==> src/rtl/param_fir_filter.sv <==
// Time-multiplexed FIR filter: one MAC per clock over N taps, with a writable
// coefficient RAM, a saturating registered output and a dropped-strobe indicator.
module param_fir_filter #(
  parameter int IN_W     = 3,
  parameter int COEF_W   = 16,
  parameter int OUT_W    = 16,
  parameter int MAX_TAPS = 16,
  parameter int SHIFT    = 0,
  localparam int AW      = $clog2(MAX_TAPS),
  localparam int ACC_W   = IN_W + COEF_W + AW
) (
  input  logic                     iClk_12M,
  input  logic                     iRst,
  input  logic                     iEnSample_600k,
  input  logic signed [IN_W-1:0]   iFirIn,
  input  logic                     iCoeffiUpdateFlag,
  input  logic                     iCsnRam,
  input  logic                     iWrnRam,
  input  logic [AW-1:0]            iAddrRam,
  input  logic signed [COEF_W-1:0] iWrDtRam,
  input  logic [AW:0]              iNumOfCoeff,
  output logic signed [OUT_W-1:0]  oFirOut,
  output logic                     oValid,
  output logic                     oBusy,
  output logic                     oOverrun
);

  typedef enum logic [1:0] {IDLE, UPDATE, ACC, DONE} state_t;

  localparam logic [AW:0] MAX_N = (AW+1)'(MAX_TAPS);
  localparam logic [AW:0] ONE   = (AW+1)'(1);

  state_t state, state_nxt;

  logic signed [IN_W-1:0]         x    [MAX_TAPS];
  logic signed [COEF_W-1:0]       coef [MAX_TAPS];
  logic [AW:0]                    k, k_inc, n_lat, n_clamped;
  logic [AW-1:0]                  k_idx;
  logic signed [ACC_W-1:0]        acc, shifted;
  logic signed [IN_W+COEF_W-1:0]  prod;
  logic signed [OUT_W-1:0]        sat;

  assign n_clamped = (iNumOfCoeff > MAX_N) ? MAX_N : iNumOfCoeff;
  assign k_inc     = k + ONE;
  assign k_idx     = k[AW-1:0];
  assign prod      = x[k_idx] * coef[k_idx];
  assign shifted   = acc >>> SHIFT;

  generate
    if (ACC_W > OUT_W) begin : g_sat
      localparam logic signed [ACC_W-1:0] SAT_MAX = {{(ACC_W-OUT_W+1){1'b0}}, {(OUT_W-1){1'b1}}};
      localparam logic signed [ACC_W-1:0] SAT_MIN = {{(ACC_W-OUT_W+1){1'b1}}, {(OUT_W-1){1'b0}}};
      always_comb begin
        sat = shifted[OUT_W-1:0];
        if (shifted > SAT_MAX)      sat = {1'b0, {(OUT_W-1){1'b1}}};
        else if (shifted < SAT_MIN) sat = {1'b1, {(OUT_W-1){1'b0}}};
      end
    end else begin : g_nosat
      always_comb sat = OUT_W'(shifted);
    end
  endgenerate

  always_ff @(posedge iClk_12M) begin
    if (iRst) state <= IDLE;
    else      state <= state_nxt;
  end

  always_comb begin
    state_nxt = state;
    case (state)
      IDLE: begin
        if (iCoeffiUpdateFlag)   state_nxt = UPDATE;
        else if (iEnSample_600k) state_nxt = (n_clamped == '0) ? DONE : ACC;
      end
      UPDATE: if (!iCoeffiUpdateFlag) state_nxt = IDLE;
      ACC:    if (k_inc == n_lat)     state_nxt = DONE;
      DONE:   state_nxt = IDLE;
      default: state_nxt = IDLE;
    endcase
  end

  always_ff @(posedge iClk_12M) begin
    if (iRst) begin
      for (int unsigned i = 0; i < MAX_TAPS; i++) begin
        x[i]    <= '0;
        coef[i] <= '0;
      end
      acc      <= '0;
      k        <= '0;
      n_lat    <= '0;
      oFirOut  <= '0;
      oValid   <= 1'b0;
      oOverrun <= 1'b0;
    end else begin
      oValid   <= 1'b0;
      oOverrun <= iEnSample_600k && (state == ACC || state == DONE);
      case (state)
        IDLE: begin
          if (!iCoeffiUpdateFlag && iEnSample_600k) begin
            x[0] <= iFirIn;
            for (int unsigned i = 1; i < MAX_TAPS; i++) x[i] <= x[i-1];
            n_lat <= n_clamped;
            acc   <= '0;
            k     <= '0;
          end
        end
        UPDATE: begin
          if (!iCsnRam && !iWrnRam && ({1'b0, iAddrRam} < MAX_N))
            coef[iAddrRam] <= iWrDtRam;
        end
        ACC: begin
          acc <= acc + ACC_W'(prod);
          k   <= k_inc;
        end
        DONE: begin
          oFirOut <= sat;
          oValid  <= 1'b1;
        end
        default: ;
      endcase
    end
  end

  assign oBusy = (state == ACC) || (state == DONE);

endmodule

==> config.mk <==
export PLATFORM = sky130hd
export DESIGN_NAME = param_fir_filter
export DESIGN_NICKNAME = d
export VERILOG_FILES = /design/src/rtl/param_fir_filter.sv
export SDC_FILE = /design/constraint.sdc
export NUM_CORES = 1
export LEC_CHECK = 0
export CORE_MARGIN = 2
export CORE_UTILIZATION = 40
export CTS_CLUSTER_DIAMETER = 40
export CTS_CLUSTER_SIZE = 20
export DETAILED_ROUTE_END_ITERATION = 10
export GPL_TIMING_DRIVEN = 0
export SLEW_MARGIN = 20
export SYNTH_ARGS = -nofsm -noshare
export SYNTH_HDL_FRONTEND = slang
export SYNTH_SLANG_ARGS = --single-unit
==> constraint.sdc <==
create_clock -name iClk_12M -period 10.8 [get_ports iClk_12M]
set_input_delay 2.7 -clock iClk_12M [delete_from_list [all_inputs] [get_ports iClk_12M]]
set_output_delay 2.7 -clock iClk_12M [all_outputs]
set_load 0.02 [all_outputs]
==> results by group <==
Placement
  – Post-DP HPWL: 29.75 mm
  – Port bufs: 51
  – Post-Place Worst Slack: 4.386 ns
  – Final weighted congestion in routability-driven placement: 0.8113
  – Post-Place Cells: 1946

STA
  – Clock skew: 0.02811 ns
  – Final setup violation count: 0
  – Fin worst setup slack: 4.434 ns
  – Setup TNS: 0 ns
  – Slew HR: 0.3486
  – Tmin final: 6.366 ns
  – Final Hold Fails: 0
  – Worst-Margin Slew: 0.9697 ns
  – RSZ-0062 raised after global routing: false
  – Final hold slack: 0.4879 ns
  – Period utilisation layout: 0.5894
  – Fmax: 157.1 MHz
  – Fin. max-slew vios: 0

Synth
  – Mapped Area: 18090 µm²
  – Synth cell count leaders: and2_1, edfxtp_1, mux4_2
  – Seq/Total Area, Yosys: 0.5678
  – FF+latch count, synth: 361
  – Area leader, netlist: edfxtp_1
  – YS warnings: 0
  – Count leader, synth: and2_1
  – Prevailing post-synth register cell: edfxtp_1
  – Post-synthesis instance total: 1303
  – Mapped Avg Cell Area: 13.88 µm²
  – Syn nets: 1420
  – Largest cells by area after synthesis: edfxtp_1, mux4_2, and2_1
  – Post-synth EDFFs: 304
  – Post-synthesis async set-or-reset flop share: 0
  – Cell variety after synth: 50
  – Synth top area share: 0.5047

Drt
  – Routed wire per std cell: 19.97 µm
  – Vias: 10483
  – Starting DRT DRC Count: 650
  – Drt first pass iters: 6
  – DRC Markers: 0
  – ANT nets after route: 0
  – DR vias/cell: 5.131
  – Total wire length: 40.80 mm

Status
  – Status: completed

Critical path
  – R2R depth: 20
  – Crit path capture type: register
  – CP Launch Type: register
  – CP arrival: 6.82 ns
  – Crit path required time: 11.26 ns
  – CP Class: register to register
  – Crit-path max FO: 10

Clock network
  – CTS tree: built
  – H-tree Lvls: 2
  – Clock transition at the registers of the reported paths: 0.05 ns
  – Hold Buf Count CTS: 0
  – Clock Sinks: 361
  – PostCTS Resize Cnt: 0
  – TritonCTS buffer count: 52
  – Latest clock arrival within the worst-skew pair: 0.60 ns
  – Max clock buf depth: 3
  – Post-CTS Setup Bufs: 0
  – Root Buffer: clkbuf_16

Cells and area
  – Inserted Diodes: 0
  – Non-Filler Instances: 2043
  – Area delta synth->final: 17.44%
  – Fillers: 3853
  – Nets: 1525
  – Share of cells above drive strength 1: 0.1564

Run
  – Number of max-cap violations: 0

Die
  – Chip width: 216.7 µm
  – Die Ht: 216.7 µm
  – Die footprint: 46940 µm²
  – Rows: 77
  – Initial Util: 0.4073
  – Core ar.: 44410 µm²
  – Ports: 53

Global routing
  – Global routing's busiest layer: met2
  – Initial antenna violation count: 0
  – Vias in the first global route: 10868
  – First-pass GRT wire length: 63.70 mm
  – Grt ovf: 0
  – GR Layer Usage met2: 0.2946
  – Met3 Use GR: 0.02526
  – Largest net degree at the start of global routing: 49
  – Total GRT Usage: 0.1793
  – GR Layer Usage met1: 0.2481

Power
  – Worst VDD drop: 0.0001147 V
  – Total power: 3.745 mW
  – LEAKAGE: 7.952 nW
  – Cell Pwr Density: 176.3 nW/µm²

Min path
  – Hold WC Path Type: register to register
  – Hold Path Stages: 2
[placed cells by master, fill, tap and decap left out, drive strengths merged, types with 7 or more instances in the layout]
cell type / instances
fa: 37
a21oi: 51
and2: 319
a31oi: 7
nor2b: 25
clkinv: 13
nor2: 68
nor3: 22
nand2b: 10
buf: 22
clkbuf: 120
nand2: 35
nand3: 16
clkdlybuf4s50: 51
inv: 34
a22o: 11
ha: 46
edfxtp: 304
dfxtp: 57
xnor2: 17
xor2: 11
or2: 17
mux4: 94
bufinv: 9
o21ai: 14
[final cells by class]
cell class | instances | area (µm²) | area share
Clock buffer | 60 | 1395 | 0.06567
Sequential cell | 361 | 10270 | 0.4834
Timing Repair Buffer | 51 | 510.5 | 0.02403
Multi-Input combinational cell | 837 | 7368 | 0.3469
Buffer | 82 | 385.4 | 0.01814
Clock inverter | 37 | 486.7 | 0.02291
Tap cell | 592 | 740.7 | 0.03487
Inverter | 23 | 86.33 | 0.004064
[report_power, final]
part	internal (mW)	switching, mW
Clock	1.16	0.664
Combinational	0.142	0.196
Sequential	1.56	0.0231
[sequential cells by signal, summed over array words and instances, names as in the netlist, named ones only]
register / count
coef: 256
x: 48
acc: 23
oFirOut: 16
k: 5
n_lat: 5
state: 2
oOverrun: 1
oValid: 1
[path summary, 6_finish.rpt]
kind,startpoint,end,slack [ns]
hold reg to reg,k[4],k[4],0.49
setup / recovery,register,acc[22],4.43
hold / removal,k[4],k[4],0.49
setup reg to reg,register,acc[22],4.43
[through the flow]
| step | instance area [µm²] | utilization |
|---|---|---|
| 4_1_cts | 21240 | 0.4783 |
| 5_1_grt | 21240 | 0.4783 |
| 3_5_place_dp | 19360 | 0.4359 |
| 3_3_place_gp | 19340 | 0.4354 |
| 2_1_floorplan | 18090 | - |
| 6_report | 21240 | 0.4783 |
[logic make-up after synthesis]
| group | share of synthesized area |
|---|---|
| buffers and inverters | 0.02608 |
| AND/OR/NAND/NOR | 0.1662 |
| XOR/XNOR | 0.01356 |
| AO/OA/AOI/OAI | 0.03431 |
| multiplexers | 0.1193 |
| adder cells (fa/ha/maj) | 0.07277 |
| flip-flops | 0.5678 |
[critical path, cell delays in order, from the launching register on]
cell and delay [ns]:
dfxtp_1 0.40, buf_1 0.55, buf_2 0.49, mux4_2 0.36, mux4_2 0.56, or2_1 0.27, fa_1 0.57, fa_1 0.45
fa_1 0.48, inv_1 0.07, ha_1 0.15, inv_1 0.05, fa_1 0.37, nand2b_1 0.19, a21oi_1 0.21, o2111ai_1 0.21
o21ai_0 0.28, a221oi_1 0.16, xnor2_1 0.17, a21oi_1 0.15, o22ai_1 0.09
[routing by layer]
metal	vias to the layer above	share of wire
met4	0	0.021
met1	5254	0.45
li1	4929	-
met3	57	0.046
met2	243	0.48
met5	-	0
No activity file was read; power rests on OpenSTA's default activity.
